### src/rtl/alu_pkg.sv
// Shared op-code constants and FSM state type for the sequential ALU.
package alu_pkg;

  localparam logic [2:0] OP_AND = 3'b000;
  localparam logic [2:0] OP_SLL = 3'b001;
  localparam logic [2:0] OP_OR  = 3'b010;
  localparam logic [2:0] OP_XOR = 3'b011;
  localparam logic [2:0] OP_ADD = 3'b100;
  localparam logic [2:0] OP_SLT = 3'b101;
  localparam logic [2:0] OP_SRL = 3'b110;
  localparam logic [2:0] OP_MUL = 3'b111;

  typedef enum logic [1:0] {
    IDLE = 2'd0,
    BUSY = 2'd1,
    DONE = 2'd2
  } state_e;

endpackage

### src/rtl/mul_iter.sv
// Iterative unsigned shift-add multiplier: one partial product per cycle,
// WIDTH cycles after start, with a one-cycle done pulse on the final iteration.
module mul_iter #(
  parameter int unsigned WIDTH = 16
) (
  input  logic                 clk,
  input  logic                 rst_n,
  input  logic                 start,
  input  logic [WIDTH-1:0]     a,
  input  logic [WIDTH-1:0]     b,
  output logic                 done,
  output logic [2*WIDTH-1:0]   prod
);

  localparam int unsigned CW = $clog2(WIDTH);

  logic [2*WIDTH-1:0] acc;
  logic [2*WIDTH-1:0] mcand;
  logic [WIDTH-1:0]   mplier;
  logic [CW-1:0]      cnt;
  logic               running;

  always_ff @(posedge clk or negedge rst_n) begin
    if (!rst_n) begin
      acc     <= '0;
      mcand   <= '0;
      mplier  <= '0;
      cnt     <= '0;
      running <= 1'b0;
      done    <= 1'b0;
    end else begin
      done <= 1'b0;
      if (start) begin
        acc     <= '0;
        mcand   <= {{WIDTH{1'b0}}, a};
        mplier  <= b;
        cnt     <= CW'(WIDTH - 1);
        running <= 1'b1;
      end else if (running) begin
        if (mplier[0]) begin
          acc <= acc + mcand;
        end
        mcand  <= mcand << 1;
        mplier <= mplier >> 1;
        // cnt==0 marks the last of the WIDTH iterations
        if (cnt == '0) begin
          running <= 1'b0;
          done    <= 1'b1;
        end else begin
          cnt <= cnt - CW'(1);
        end
      end
    end
  end

  assign prod = acc;

endmodule

### src/rtl/alu_seq_unit.sv
// Registered eight-operation ALU with valid/ready handshakes on both sides;
// single-cycle ops complete in one clock, MUL runs through mul_iter.
module alu_seq_unit
  import alu_pkg::*;
#(
  parameter int unsigned WIDTH = 16,
  parameter int unsigned SHW   = $clog2(WIDTH)
) (
  input  logic             clk,
  input  logic             rst_n,
  input  logic             in_valid,
  output logic             in_ready,
  input  logic [2:0]       op,
  input  logic [WIDTH-1:0] a,
  input  logic [WIDTH-1:0] b,
  output logic             out_valid,
  input  logic             out_ready,
  output logic [WIDTH-1:0] result,
  output logic             flag_zero,
  output logic             flag_carry,
  output logic             flag_ovf
);

  if (WIDTH < 4 || (WIDTH & (WIDTH - 1)) != 0) begin : g_width_check
    $error("alu_seq_unit: WIDTH must be a power of two and >= 4");
  end

  state_e             state_q, state_d;
  logic               accept;
  logic               is_mul;
  logic               mul_done;
  logic [2*WIDTH-1:0] prod;
  logic [WIDTH:0]     sum;
  logic [WIDTH-1:0]   alu_res;
  logic               alu_carry;

  assign in_ready  = (state_q == IDLE) || (state_q == DONE && out_ready);
  assign accept    = in_valid && in_ready;
  assign is_mul    = (op == OP_MUL);
  assign out_valid = (state_q == DONE);

  mul_iter #(.WIDTH(WIDTH)) u_mul (
    .clk   (clk),
    .rst_n (rst_n),
    .start (accept && is_mul),
    .a     (a),
    .b     (b),
    .done  (mul_done),
    .prod  (prod)
  );

  assign sum = {1'b0, a} + {1'b0, b};

  always_comb begin
    alu_res   = '0;
    alu_carry = 1'b0;
    case (op)
      OP_AND: alu_res = a & b;
      OP_SLL: alu_res = a << b[SHW-1:0];
      OP_OR:  alu_res = a | b;
      OP_XOR: alu_res = a ^ b;
      OP_ADD: begin
        alu_res   = sum[WIDTH-1:0];
        alu_carry = sum[WIDTH];
      end
      OP_SLT: alu_res = {{(WIDTH-1){1'b0}}, ($signed(a) < $signed(b))};
      OP_SRL: alu_res = a >> b[SHW-1:0];
      default: alu_res = '0;
    endcase
  end

  always_comb begin
    state_d = state_q;
    case (state_q)
      IDLE: if (accept) state_d = is_mul ? BUSY : DONE;
      BUSY: if (mul_done) state_d = DONE;
      DONE: begin
        // in_ready follows out_ready here, so a new op can overlap the drain
        if (accept)         state_d = is_mul ? BUSY : DONE;
        else if (out_ready) state_d = IDLE;
      end
      default: state_d = IDLE;
    endcase
  end

  always_ff @(posedge clk or negedge rst_n) begin
    if (!rst_n) begin
      state_q <= IDLE;
    end else begin
      state_q <= state_d;
    end
  end

  always_ff @(posedge clk or negedge rst_n) begin
    if (!rst_n) begin
      result     <= '0;
      flag_zero  <= 1'b0;
      flag_carry <= 1'b0;
      flag_ovf   <= 1'b0;
    end else if (accept && !is_mul) begin
      result     <= alu_res;
      flag_zero  <= (alu_res == '0);
      flag_carry <= alu_carry;
      flag_ovf   <= 1'b0;
    end else if (state_q == BUSY && mul_done) begin
      result     <= prod[WIDTH-1:0];
      flag_zero  <= (prod[WIDTH-1:0] == '0);
      flag_carry <= 1'b0;
      flag_ovf   <= |prod[2*WIDTH-1:WIDTH];
    end
  end

endmodule

### config.mk
export PLATFORM = sky130hd
export DESIGN_NAME = alu_seq_unit
export DESIGN_NICKNAME = d
export VERILOG_FILES = /design/src/rtl/alu_pkg.sv /design/src/rtl/mul_iter.sv /design/src/rtl/alu_seq_unit.sv
export SDC_FILE = /design/constraint.sdc
export NUM_CORES = 1
export LEC_CHECK = 0
export CAP_MARGIN = 0
export CORE_ASPECT_RATIO = 2
export CORE_MARGIN = 1.5
export CORE_UTILIZATION = 50
export DETAILED_ROUTE_END_ITERATION = 8
export HOLD_SLACK_MARGIN = 0.03
export PLACE_DENSITY = 0.79
export SYNTH_ARGS = -nofsm -noshare
export SYNTH_HDL_FRONTEND = slang
export SYNTH_SLANG_ARGS = --single-unit
### constraint.sdc
create_clock -name clk -period 4.5 [get_ports clk]
set_input_delay 0.9 -clock clk [delete_from_list [all_inputs] [get_ports clk]]
set_output_delay 0.9 -clock clk [all_outputs]
set_load 0.01 [all_outputs]
==> results <==
- The area growth from synthesis to final layout is 15.9%.
- In this run the biggest area consumer among cell types represents 28.2% of the synthesized area.
- Summing the areas of all xor and xnor instances in the mapped netlist gives 2.58% of the synthesized area.
- The maximum root-to-sink buffer count is 2.
- The post-synthesis cell type with the largest combined area is sky130_fd_sc_hd__dfrtp_1.
- The critical path is of the input port to register type.
- IR analysis of the VDD net gives a maximum drop of 378 µV.
- Yosys mapped a number of flops with a built-in enable equal to 0.
- The number of rows in the core area is 71.
- In this run, post-CTS repair resized a total of 0 instances.
- The initial DRC count is about 670.
- The synthesized-area fraction occupied by and/or/nand/nor cells is 20.0%.
- The total standard cell area after synthesis is 9500 µm².
- At the worst endpoint, the arrival time is approximately 4.6 ns.
- The cell count after synthesis is 1151.
- The post-cts hold buffer count is 0.
- In this run the worst hold path is classified as register to register.
- The clock-pin slew reported for the worst setup and hold paths after clock tree synthesis is 0.08 ns.
- The endpoint kind of the worst setup timing path is a register.
- The actual slew at the worst max-slew pin is 0.984 ns.
- The count of final max-slew check failures was 0.
- The number of hold violations in the final report is 0.
- Dividing the synthesized area by the synthesized cell count gives 8.25 µm².
- The synthesized netlist devotes 21.0% of its cell area to compound gates.
- In this run the standard cell core region covers 18700 µm².
- The global-route wire length before repair is 56200 µm.
- Setup violations remaining at the end of the flow were counted as 0.
- The required time at the worst-slack endpoint is 4.79 ns.
- In the final layout, the share of cells above drive strength 1 is 9.27%.
- The largest net degree at the start of global routing is 71.
- The detailed placement HPWL is between 20000 and 30000 µm.
- The count of buffers added on input and output ports is 59.
- In the routed layout, each cell is associated on average with a via count of 6.36.
- The die is 100 µm wide.
- The worst setup path is launched from an input port.
- In the final routed layout, each cell accounts on average for around 25 µm.
- The area of the multi-input gates is 6350 µm².
- The clock tree skew after final layout is 0.0126 ns.
- The power density relative to cell area is 468 nW/µm².
- The clock insertion delay at the later pin of the skew report is 0.38 ns.
- The via count of the first global-routing pass was 9708.
- The run finished with clean final reports.
- The initial core utilization is 50.7%.
- The portion of the clock cycle consumed by the worst path in the final layout is 94.5%.
- The unique cell type count in the Yosys netlist is 73.
- The endpoint identified for the worst register-to-register timing path is u_mul.prod[30].
- The initial antenna violation count is 4.
- The portion of synthesized area spent on multiplexers is 12.1%.
- For this run, design rule violations remaining after detail routing come to 0.
- The die is about 200 µm tall.
- In this run the register-to-register setup slack is 1.22 ns.
- The total power is 0.00515 W.
- The first-pass iteration count of the detailed router is 5.
- The worst hold path begins at result[1].
- The deepest level of the CTS H-tree is 3.
- The number of instances on the worst hold path is 2.
- The Yosys warning count is 0.
- The total global-route track usage is 38.6%.
- The leakage power summed over all cells is 5.05 nW.
- The worst stage delay on the critical path is about 0.63 ns.
- The number of nets with antenna violations after routing is 0.
- The critical register-to-register path startpoint is u_mul.prod[0].
- The number of nets in the synthesized netlist is 1273.
- For this run the aggregate overflow at the end of global routing stands at 0.
- Walking the worst path, the cells encountered are clkdlybuf4s50_1 -> inv_1 -> ha_1 -> a211oi_1 -> o21ai_1 -> a2111oi_2 -> nor3b_1 -> o41ai_1 -> mux2_2 -> o21ai_0 -> nor2_1 -> a31oi_1.
- In this run, CTS created clock tree buffers numbering 9.
- The TritonCTS clock tree is done.
- On the critical path, the stage with the largest delay is an instance of sky130_fd_sc_hd__clkdlybuf4s50_1.
- Static timing analysis puts the maximum clock frequency at 235 MHz.
- After synthesis, the largest family of logic cells by area is compound AO/OA/AOI/OAI gates.
- The congestion estimate from routability-driven global placement came to 1.08.
- Counting the fill cells in the layout gives between 1500 and 2000.
- Of all nets on the critical path, the largest fanout is 4.
- Before CTS, the worst setup slack after placement is -0.0509 ns.
- The number of sinks driven by the clock tree is 107.
- The post-synthesis sequential area ratio is around 28%.
- The max-capacitance violation count is 0.
- The shortest period the worst path allows is ~4.3 ns.
- The worst max-slew margin expressed relative to the limit is between 30% and 40%.
- The detailed router placed about 9400 vias in this run.
- After Yosys synthesis, full adders, half adders and majority gates account for 11.1% of the synthesized area.
- Setup repair after global routing left no endpoint under its margin.
- Summed over all layers, the routed wires come to 36700 µm.
- The flip-flop and latch count after synthesis is around 110.
- The die outline area is between 15000 and 20000 µm².
- The worst register-to-register path has a depth of 12.
- Counting flops with an async set or reset pin after synthesis yields a share of 100%.
- The net count reported at finish is 1336.
- The commonest register cell after synthesis is sky130_fd_sc_hd__dfrtp_1.
- Sorting the synthesized cells by area gives the leading types as sky130_fd_sc_hd__dfrtp_1 (28%), sky130_fd_sc_hd__ha_1 (11%), sky130_fd_sc_hd__mux2i_1 (7.3%), sky130_fd_sc_hd__nand2_1 (5.2%), sky130_fd_sc_hd__nor2_1 (4.9%).
- Hold timing on the final database bottoms out at a slack of ~0.53 ns.
- The buffers inserted during post-CTS setup optimization is 0.
- Setup slack on the critical path of the routed design comes to 0.247 ns.
- The clock tree root buffer cell is sky130_fd_sc_hd__clkbuf_16.
- 60 I/O pins were placed.
- The worst-case hold path end point is result[1].
- In the final layout, flip-flops and latches occupy between 2000 and 3000 µm².
-- layout make-up --
| type | count | area share [%] |
|---|---|---|
| multi-input cells | 921 | 57.6 |
| flip-flops and latches | 107 | 24.3 |
| repair buffers | 122 | 10.0 |
| well taps | 255 | 2.90 |
| clock buffers | 10 | 2.17 |
| inverters | 53 | 1.81 |
| clock inverters | 6 | 1.08 |
| diodes | 2 | 0.0454 |
-- layer usage --
metal  vias to the layer above  routed length, µm  GRT usage (%)
li1                       4289                  -              -
met1                      4484              11600           36.3
met2                       419              18900           67.6
met3                       185               2430           9.81
met4                         4               3740           33.8
met5                         -                 25              0
-- cell usage in the layout (no fill, tap or decap), types with 18 or more instances in the layout --
master                            instances
sky130_fd_sc_hd__clkdlybuf4s50_1         57
sky130_fd_sc_hd__nor3_1                  21
sky130_fd_sc_hd__ha_1                    81
sky130_fd_sc_hd__o21ai_0                 69
sky130_fd_sc_hd__mux2i_1                 69
sky130_fd_sc_hd__a211oi_1                27
sky130_fd_sc_hd__dfrtp_1                106
sky130_fd_sc_hd__a21oi_1                 84
sky130_fd_sc_hd__a31oi_1                 20
sky130_fd_sc_hd__nor2_1                 123
sky130_fd_sc_hd__inv_1                   53
sky130_fd_sc_hd__buf_4                   60
sky130_fd_sc_hd__nand3_1                 25
sky130_fd_sc_hd__nand2_1                131
sky130_fd_sc_hd__xnor2_1                 18
sky130_fd_sc_hd__nand2b_1                24
-- flip-flops by register name (all words and copies together) (netlist names) --
name	flops
flag_carry	1
flag_ovf	1
flag_zero	1
result	16
state_q	2
u_mul.cnt	4
u_mul.done	1
u_mul.mcand	32
u_mul.mplier	16
u_mul.prod	32
u_mul.running	1
-- critical path, delay by kind of cell --
| family | cells | cell delay, ns |
|---|---|---|
| buffers and inverters | 2 | 0.73 |
| and+or+nand+nor | 2 | 0.26 |
| adders and majority gates | 1 | 0.31 |
| AOI/OAI and AO/OA | 6 | 1.97 |
| muxes | 1 | 0.37 |
-- Yosys cell counts (21+ instances only) --
master                     count
sky130_fd_sc_hd__dfrtp_1     107
sky130_fd_sc_hd__a211oi_1     27
sky130_fd_sc_hd__inv_1        53
sky130_fd_sc_hd__ha_1         81
sky130_fd_sc_hd__clkbuf_1     55
sky130_fd_sc_hd__o21ai_0      69
sky130_fd_sc_hd__mux2i_1      69
sky130_fd_sc_hd__nor3_1       21
sky130_fd_sc_hd__nand2_1     131
sky130_fd_sc_hd__nor2_1      123
sky130_fd_sc_hd__a21oi_1      84
sky130_fd_sc_hd__nand2b_1     24
sky130_fd_sc_hd__nand3_1      25
-- report_power, final --
| group | internal [W] | switching, W | leakage [nW] |
|---|---|---|---|
| registers | 0.00131 | 0.000389 | 1.38 |
| clock network | 0.000566 | 0.000396 | 0.175 |
| logic | 0.00109 | 0.00140 | 3.50 |
| total | 0.00296 | 0.00219 | 5.05 |
-- per-stage QoR --
stage	utilization, %	instances	instance area [µm²]	TNS (ns)
4_1_cts	58.7	1474	11000	0
2_1_floorplan	-	1151	9500	0
5_1_grt	58.7	1474	11000	0
6_report	58.8	1476	11000	0
3_5_place_dp	56.8	1458	10700	-0.0885
3_3_place_gp	56.8	1458	10700	-0.152
-- kinds of logic (layout without fill, tap and decap cells) --
family | after synthesis | in the layout
and+or+nand+nor | 407 | 407
AOI/OAI and AO/OA | 310 | 310
buffers and inverters | 123 | 191
DFF | 107 | 107
muxes | 93 | 93
adders and majority gates | 83 | 83
xor gates and xnor gates | 28 | 28
other | 0 | 2
-- worst max path at each step --
stage,from,endpoint,slack (ns),depth (start not counted)
6_report,b[1],result[15],0.25,12
5_1_grt,b[1],result[15],0.03,12
4_1_cts,b[1],flag_zero,0.32,13
3_5_place_dp,b[1],flag_zero,-0.05,13
3_3_place_gp,b[1],flag_zero,-0.13,13
2_1_floorplan,b[1],flag_zero,0.68,12
Note: power is estimated with default switching activity, not from simulation.
